File: src/rtl/write_string_sequencer_if.sv
// Memory write handshake between the string sequencer (master) and the data-write port (slave).
interface write_string_sequencer_if;
   logic        write_do;
   logic [31:0] write_address;
   logic [2:0]  write_length;
   logic [31:0] write_data;
   logic        write_done;

   modport master (
      output write_do, write_address, write_length, write_data,
      input  write_done
   );

   modport slave (
      input  write_do, write_address, write_length, write_data,
      output write_done
   );
endinterface

File: src/rtl/write_string_sequencer.sv
// Write-stage per-iteration control FSM for STOS/MOVS/CMPS/SCAS/INS with REP loop and interrupt window.
// Optional build macro WRITE_STRING_SEQ_STATS_EN adds stat_iterations / stat_restarts counters.
module write_string_sequencer #(
   parameter int unsigned MIN_ITER_BEFORE_IRQ = 1
) (
   input  logic        clk,
   input  logic        rst,
   input  logic        start,
   input  logic        is_store,
   input  logic        zf_terminated,
   input  logic        rep_active,
   input  logic [31:0] write_data_in,
   input  logic [2:0]  length_in,
   input  logic        interrupt_pending,
   input  logic        string_ignore,
   input  logic        string_finish,
   input  logic        string_zf_finish,
   input  logic        es_fault,
   input  logic [31:0] esi_final,
   input  logic [31:0] edi_final,
   input  logic [31:0] ecx_final,
   input  logic [31:0] es_linear,
   write_string_sequencer_if.master wr,
   output logic        reg_we,
   output logic [31:0] esi_out,
   output logic [31:0] edi_out,
   output logic [31:0] ecx_out,
   output logic        ecx_we,
   output logic        exc_gp,
   output logic        done,
   output logic        restart,
   output logic        busy
`ifdef WRITE_STRING_SEQ_STATS_EN
   ,
   output logic [31:0] stat_iterations,
   output logic [15:0] stat_restarts
`endif
);

   typedef enum logic [1:0] {
      S_IDLE   = 2'd0,
      S_CHECK  = 2'd1,
      S_WRITE  = 2'd2,
      S_UPDATE = 2'd3
   } state_t;

   state_t      state_q;
   logic [7:0]  cnt_q;
   logic [7:0]  cnt_d;
   logic        irq_allow_s;
   logic        store_q, zft_q, rep_q, fin_q;
   logic        write_do_q;
   logic [31:0] addr_q, data_q;
   logic [2:0]  len_q;
   logic [31:0] esi_q, edi_q, ecx_q;
   logic        reg_we_q, ecx_we_q, exc_gp_q, done_q, restart_q, busy_q;

   // Saturating iteration count and the interrupt-window qualification it feeds.
   always_comb begin
      cnt_d       = (cnt_q == 8'hFF) ? cnt_q : cnt_q + 8'd1;
      irq_allow_s = ({1'b0, cnt_d} >= 9'(MIN_ITER_BEFORE_IRQ));
   end

   // Sequencer FSM; all outputs are registered and pulses default low every cycle.
   always_ff @(posedge clk or posedge rst) begin
      if (rst) begin
         state_q    <= S_IDLE;
         cnt_q      <= 8'd0;
         store_q    <= 1'b0;
         zft_q      <= 1'b0;
         rep_q      <= 1'b0;
         fin_q      <= 1'b0;
         write_do_q <= 1'b0;
         addr_q     <= 32'd0;
         data_q     <= 32'd0;
         len_q      <= 3'd0;
         esi_q      <= 32'd0;
         edi_q      <= 32'd0;
         ecx_q      <= 32'd0;
         reg_we_q   <= 1'b0;
         ecx_we_q   <= 1'b0;
         exc_gp_q   <= 1'b0;
         done_q     <= 1'b0;
         restart_q  <= 1'b0;
         busy_q     <= 1'b0;
      end else begin
         reg_we_q  <= 1'b0;
         ecx_we_q  <= 1'b0;
         exc_gp_q  <= 1'b0;
         done_q    <= 1'b0;
         restart_q <= 1'b0;
         case (state_q)
            S_IDLE: begin
               if (start) begin
                  state_q <= S_CHECK;
                  busy_q  <= 1'b1;
                  cnt_q   <= 8'd0;
                  store_q <= is_store;
                  zft_q   <= zf_terminated;
                  rep_q   <= rep_active;
               end else begin
                  busy_q  <= 1'b0;
               end
            end
            S_CHECK: begin
               if (string_ignore) begin
                  done_q  <= 1'b1;
                  state_q <= S_IDLE;
                  busy_q  <= 1'b0;
               end else if (store_q && es_fault) begin
                  exc_gp_q <= 1'b1;
                  state_q  <= S_IDLE;
                  busy_q   <= 1'b0;
               end else begin
                  addr_q <= es_linear;
                  len_q  <= length_in;
                  data_q <= write_data_in;
                  esi_q  <= esi_final;
                  edi_q  <= edi_final;
                  ecx_q  <= ecx_final;
                  fin_q  <= zft_q ? string_zf_finish : string_finish;
                  if (store_q) begin
                     write_do_q <= 1'b1;
                     state_q    <= S_WRITE;
                  end else begin
                     reg_we_q <= 1'b1;
                     ecx_we_q <= rep_q;
                     state_q  <= S_UPDATE;
                  end
               end
            end
            S_WRITE: begin
               if (wr.write_done) begin
                  write_do_q <= 1'b0;
                  reg_we_q   <= 1'b1;
                  ecx_we_q   <= rep_q;
                  state_q    <= S_UPDATE;
               end else begin
                  write_do_q <= 1'b1;
               end
            end
            S_UPDATE: begin
               cnt_q <= cnt_d;
               // Termination beats the interrupt window; otherwise loop straight back to CHECK.
               if (!rep_q || fin_q) begin
                  done_q  <= 1'b1;
                  state_q <= S_IDLE;
                  busy_q  <= 1'b0;
               end else if (interrupt_pending && irq_allow_s) begin
                  restart_q <= 1'b1;
                  state_q   <= S_IDLE;
                  busy_q    <= 1'b0;
               end else begin
                  state_q <= S_CHECK;
               end
            end
            default: begin
               state_q    <= S_IDLE;
               write_do_q <= 1'b0;
               busy_q     <= 1'b0;
            end
         endcase
      end
   end

   assign wr.write_do      = write_do_q;
   assign wr.write_address = addr_q;
   assign wr.write_length  = len_q;
   assign wr.write_data    = data_q;
   assign reg_we           = reg_we_q;
   assign esi_out          = esi_q;
   assign edi_out          = edi_q;
   assign ecx_out          = ecx_q;
   assign ecx_we           = ecx_we_q;
   assign exc_gp           = exc_gp_q;
   assign done             = done_q;
   assign restart          = restart_q;
   assign busy             = busy_q;

`ifdef WRITE_STRING_SEQ_STATS_EN
   logic [31:0] stat_iter_q;
   logic [15:0] stat_rst_q;

   // Free-running statistics; both counters wrap.
   always_ff @(posedge clk or posedge rst) begin
      if (rst) begin
         stat_iter_q <= 32'd0;
         stat_rst_q  <= 16'd0;
      end else begin
         if (state_q == S_UPDATE) begin
            stat_iter_q <= stat_iter_q + 32'd1;
         end
         if (restart_q) begin
            stat_rst_q <= stat_rst_q + 16'd1;
         end
      end
   end

   assign stat_iterations = stat_iter_q;
   assign stat_restarts   = stat_rst_q;
`endif

endmodule

File: src/flat_wrapper.sv
// flat-port wrapper written by rule: the top's interface ports become plain ports
module write_string_sequencer_flat 
#(
   parameter int unsigned MIN_ITER_BEFORE_IRQ = 1
)
  (clk, rst, start, is_store, zf_terminated, rep_active, write_data_in, length_in, interrupt_pending, string_ignore, string_finish, string_zf_finish, es_fault, esi_final, edi_final, ecx_final, es_linear, reg_we, esi_out, edi_out, ecx_out, ecx_we, exc_gp, done, restart, busy, wr_write_do, wr_write_address, wr_write_length, wr_write_data, wr_write_done);
  write_string_sequencer_if wr_i ();
  input  logic clk;
  input  logic rst;
  input  logic start;
  input  logic is_store;
  input  logic zf_terminated;
  input  logic rep_active;
  input  logic [31:0] write_data_in;
  input  logic [2:0] length_in;
  input  logic interrupt_pending;
  input  logic string_ignore;
  input  logic string_finish;
  input  logic string_zf_finish;
  input  logic es_fault;
  input  logic [31:0] esi_final;
  input  logic [31:0] edi_final;
  input  logic [31:0] ecx_final;
  input  logic [31:0] es_linear;
  output logic reg_we;
  output logic [31:0] esi_out;
  output logic [31:0] edi_out;
  output logic [31:0] ecx_out;
  output logic ecx_we;
  output logic exc_gp;
  output logic done;
  output logic restart;
  output logic busy;
  output wire logic [$bits(wr_i.write_do)-1:0] wr_write_do;
  output wire logic [$bits(wr_i.write_address)-1:0] wr_write_address;
  output wire logic [$bits(wr_i.write_length)-1:0] wr_write_length;
  output wire logic [$bits(wr_i.write_data)-1:0] wr_write_data;
  input wire logic [$bits(wr_i.write_done)-1:0] wr_write_done;
  assign wr_write_do = wr_i.write_do;
  assign wr_write_address = wr_i.write_address;
  assign wr_write_length = wr_i.write_length;
  assign wr_write_data = wr_i.write_data;
  assign wr_i.write_done = wr_write_done;
  write_string_sequencer #(.MIN_ITER_BEFORE_IRQ(MIN_ITER_BEFORE_IRQ)) u_core (.clk(clk), .rst(rst), .start(start), .is_store(is_store), .zf_terminated(zf_terminated), .rep_active(rep_active), .write_data_in(write_data_in), .length_in(length_in), .interrupt_pending(interrupt_pending), .string_ignore(string_ignore), .string_finish(string_finish), .string_zf_finish(string_zf_finish), .es_fault(es_fault), .esi_final(esi_final), .edi_final(edi_final), .ecx_final(ecx_final), .es_linear(es_linear), .wr(wr_i), .reg_we(reg_we), .esi_out(esi_out), .edi_out(edi_out), .ecx_out(ecx_out), .ecx_we(ecx_we), .exc_gp(exc_gp), .done(done), .restart(restart), .busy(busy));
endmodule
File: config.mk
export PLATFORM = sky130hd
export DESIGN_NAME = write_string_sequencer_flat
export DESIGN_NICKNAME = d
export VERILOG_FILES = /design/src/rtl/write_string_sequencer_if.sv /design/src/rtl/write_string_sequencer.sv /design/src/flat_wrapper.sv
export SDC_FILE = /design/constraint.sdc
export NUM_CORES = 1
export LEC_CHECK = 0
export ABC_AREA = 1
export CORE_MARGIN = 10
export CORE_UTILIZATION = 44
export DETAILED_ROUTE_END_ITERATION = 8
export PLACE_DENSITY = 0.85
export SYNTH_ARGS = -nofsm -noshare
export SYNTH_HDL_FRONTEND = slang
export SYNTH_SLANG_ARGS = --single-unit
File: constraint.sdc
create_clock -name clk -period 10.3 [get_ports clk]
set_clock_uncertainty 0.05 [all_clocks]
set_input_delay 2.06 -clock clk [delete_from_list [all_inputs] [get_ports clk]]
set_output_delay 2.06 -clock clk [all_outputs]
set_load 0.02 [all_outputs]
Word level (Yosys, flattened, before mapping)
Index checks and enable logic that the tools add are counted.
{ "totals": {"in_bits": 175, "ramBits": 0, "latchBits": 0, "word_cells": 90, "out_inout_bits": 170, "romBits": 0, "mem_count": 0, "regBits": 184} }
{ "op_classes": {"div": 0, "n_bitwise": 2, "shift": 0, "mul": 0, "add_sub_neg": 1, "n_lt_le_gt_ge": 1, "eq_ne": 11, "n_mux": 42, "reduce_logical": 14} }
{ "op_table": {"columns": ["op", "n"], "rows": [
  ["$mux W1", 28],
  ["$mux W8", 2],
  ["$pmux W8 S2", 1],
  ["$mux W2", 5],
  ["$add A8 B1 Y8 const B", 1],
  ["$eq A8 B8 Y1 const B", 1],
  ["$ge A8 B1 Y1 const B", 1],
  ["$ne A2 B2 Y1 const B", 4],
  ["$pmux W1 S2", 4],
  ["$pmux W2 S4", 1],
  ["$reduce_and A2 Y1", 3],
  ["$reduce_and A3 Y1", 2],
  ["$eq A2 B2 Y1 const B", 2],
  ["$reduce_and A4 Y1", 1],
  ["$reduce_bool A2 Y1", 2],
  ["$ne A3 B1 Y1 const B", 1],
  ["$ne A3 B2 Y1 const B", 1],
  ["$pmux W1 S3", 1],
  ["$reduce_bool A3 Y1", 1],
  ["$eq A2 B1 Y1 const B", 1],
  ["$logic_and A1 B1 Y1", 2],
  ["$logic_not A2 Y1", 1],
  ["$ne A2 B1 Y1 const B", 1],
  ["$not A1 Y1", 2],
  ["other kinds (2)", 2]
]} }

Longest topological paths before layout
{ "depth": {"word_depth": 7, "ltp_mapped": 14, "mapped_depth_nobuf": 14} }

Least setup slack after synthesis
OpenSTA, ideal clock, no wires.
{ "synth_path": {"path_type": "input -> register", "from": "input port string_ignore", "to": "register u_core.esi_q[0] (netlist: u_core.esi_out[0])", "setup_time_ns": 0.117, "arrival_time_ns": 2.895, "t_required_ns": 10.133, "n_path_buf": 2, "stages": 8, "slack_ns": 7.238, "cell_sequence": "inv_1 > nand2_1 > a21oi_1 > inv_2 > clkbuf_1 > clkbuf_1 > nand2_1 > nand2_1"} }
{ "synth_via": {"elab_chain_len": 2} }
{ "synth_rtl": {"columns": ["item", "line", "text"], "rows": [
  ["start, declared", "flat_wrapper.sv:17", "input logic string_ignore;"],
  ["$not A1 Y1 (no line)", null, null],
  ["$reduce_and A3 Y1 (no line)", null, null],
  ["end signal, assigned", "write_string_sequencer.sv:118", "esi_q <= esi_final;"],
  ["end, declared", "write_string_sequencer.sv:55", "logic [31:0] esi_q, edi_q, ecx_q;"]
]} }
No other way between the ends.
A chain may end at the register's enable or synchronous reset.

Worst setup path in the final report
{ "layout_path": {"from": "input port string_ignore", "to": "register u_core.edi_q[23] (netlist: u_core.edi_out[23])"} }
{ "layout_via": {"elab_chain_len": 2} }
{ "layout_rtl": {"columns": ["item", "line", "text"], "rows": [
  ["$not A1 Y1 (no line)", null, null],
  ["$reduce_and A3 Y1 (no line)", null, null],
  ["end signal, assigned", "write_string_sequencer.sv:119", "edi_q <= edi_final;"],
  ["end, declared", "write_string_sequencer.sv:55", null]
]} }
No other way between the ends.

==> out/qor.txt <==
status: completed
pwr dens: 308 nW/um2
Pins Over Slew Limit: 0
Power, Total: 3.53 mW
worst hold margin: 0.419 ns
CP Capture Type: register
Die Span Y: 149 um
clk sinks: 184
Yosys top cell by area: dfrtp_1
IO buf count: 344
Non-Filler Instances: 1401
gr ovfl total: 0
Worst Setup SP: string_ignore
CTS H-tree depth: 4
highest clock rate: 0.230 GHz
largest net degree at the start of global routing: 116
Synthesis Warnings: 0
Syn Std Cell Area: 7290 um2
Mapped Cells: 842
syn_nets: 1022
Slew @ Worst Pin: 1.18 ns
top cells by count, synth: 523 x nand2_1, 184 x dfrtp_1, 27 x buf_2
Max Cap Violations: 0
worst hold path type: register to register
R2R Path End: u_core.edi_out[23]
cts hold-fix bufs: 0
vias after detailed routing: 6610
Worst Path Arrival: 4.64 ns
Vias/cell: 4.72
# Post-CTS Setup Buffers: 0
DRC marker count from the first detailed-route iteration: 371
root buffer cell: clkbuf_16
syn_area_per_cell: 8.66 um2
Num CTS Buffers: 17
DRC: 0
CTS tree: built
RSZ-0062 raised after global routing: false
main flop type after synthesis: dfrtp_1
relative slew slack: 21.6%
largest vdd supply drop: 179 uV
final worst path period need: 4.34 ns
Async S/R FF share, synth: 100%
synth unique cells: 26
nets: 1353
Worst setup SP type: primary input
initial antenna violation count: 2
Setup crit end: u_core.edi_out[23]
final setup fails: 0
area grow syn2layout: 57.3%
clock-pin slew on the worst setup and hold paths: 0.06 ns
EDFF count, synth: 0
post-detail-place hpwl: 18.3 mm
count leader, synth: nand2_1
dominant cells by area after synthesis: dfrtp_1 63%, nand2_1 27%, buf_2 1.9%
register area share after synthesis: 63.2%
worst reg-to-reg setup slack: 7.31 ns
CTS resizes: 0
Post-DRT Antenna Nets: 0
GRT Resource Usage Total: 22.0%
Ports: 345
Critical Path RT: 10.60 ns
DRT Wirelength: 24.5 mm
WL met1: 8.90 mm
Starting Density: 45.4%
GPL Wtd Cong: 0.816
Setup CP Type: primary input to register
Worst R2R Path Depth: 8
Final Cycle Share: 42.1%
Max Buffers Root-to-Sink: 2
top cell type's share of synthesized area: 63.2%
vias in the first global route: 6778
area of the core: 16100 um2
first-pass GRT wire length: 38.4 mm
Lkg Pwr: 5.67 nW
Synth Register Bits: 184
clock latency on the worst-skew pair: 0.42 ns
WL met2: 11.9 mm
DR WL met3: 3.16 mm
# rows: 46
worst hold stages: 2
Inst Count DP: 1370
pre-CTS WS: 5.57 ns
Setup TNS: 0 ns
die area: 22100 um2
DR WL/cell: 17.5 um
share of layout cells above drive strength 1: 3.46%
setup ws final: 5.96 ns
DR top layer: met5
Hold Vio Cnt, Final: 0
largest fanout on the critical path: 112
Die Wd: 149 um
DRT Pass-1 Iters: 5
-- cells by family after synthesis --
family,synth area share [%]
AND/OR/NAND/NOR,29.8
flip-flops,63.2
buffers and inverters,3.71
AO/OA/AOI/OAI,2.03
adder cells (fa/ha/maj),0.858
XOR/XNOR,0.240
multiplexers,0.154
-- cell usage in the layout, fill, tap and decap left out, types with 4 or more instances in the layout --
master / netlist / layout
nand2_1: 523 / 523
clkdlybuf4s50_1: 0 / 344
dfrtp_1: 184 / 184
inv_1: 25 / 24
clkbuf_16: 0 / 17
nor2_1: 16 / 16
nand3_1: 13 / 13
o22ai_1: 8 / 8
o21ai_0: 7 / 7
a21oi_1: 6 / 5
ha_1: 5 / 5
clkbuf_8: 0 / 4
buf_4: 1 / 4
-- routing by layer --
layer / up-vias / GRT usage, %
met2: 295 / 36.7
li1: 3223 / -
met5: - / 0
met1: 3052 / 24.2
met4: 2 / 7.09
met3: 38 / 10.9
-- critical path, stage by stage --
cell and delay, ns:
clkdlybuf4s50_1 0.42, inv_1 0.06, nand2_1 0.10, a21oi_4 0.17, buf_4 0.48, buf_4 0.90
nand2_1 0.15, nand2_1 0.12
-- metrics by stage --
stage | cell area [um2] | utilization [%]
global route | 11500 | 71.4
finish | 11500 | 71.4
detailed placement | 10900 | 67.7
floorplan | 7290 | -
CTS | 11500 | 71.4
global placement | 10900 | 67.7
-- power by group --
part / switching [mW] / internal (mW)
registers: 0.178 / 1.04
logic: 0.932 / 0.731
clock network: 0.267 / 0.381
total: 1.38 / 2.16
-- worst min path at each step --
stage,startpoint,to,slack [ns]
floorplan,u_core.fin_q,u_core.fin_q,0.40
global placement,u_core.edi_out[13],u_core.edi_out[13],0.40
detailed placement,u_core.wr.write_address[25],u_core.wr.write_address[25],0.41
CTS,u_core.wr.write_address[25],u_core.wr.write_address[25],0.42
global route,u_core.edi_out[8],u_core.edi_out[8],0.43
finish,u_core.edi_out[29],u_core.edi_out[29],0.42
-- cell type report --
cell class,count,area [um2]
antenna,1,2.50
fill,1191,4590
timing repair buffer,348,3470
sequential,184,4600
multi-input combinational,596,2430
tap,216,270
clock buffer,24,492
clock inverter,6,91.3
inverter,26,105
-- state kept, by name, indices dropped and copies added, names as in the netlist, 3 cells and up, named ones only --
signal,flops
u_core.ecx_out,32
u_core.edi_out,32
u_core.esi_out,32
u_core.wr.write_address,32
u_core.wr.write_data,32
u_core.cnt_q,8
u_core.wr.write_length,3
Note: power is estimated with default switching activity, not from simulation.
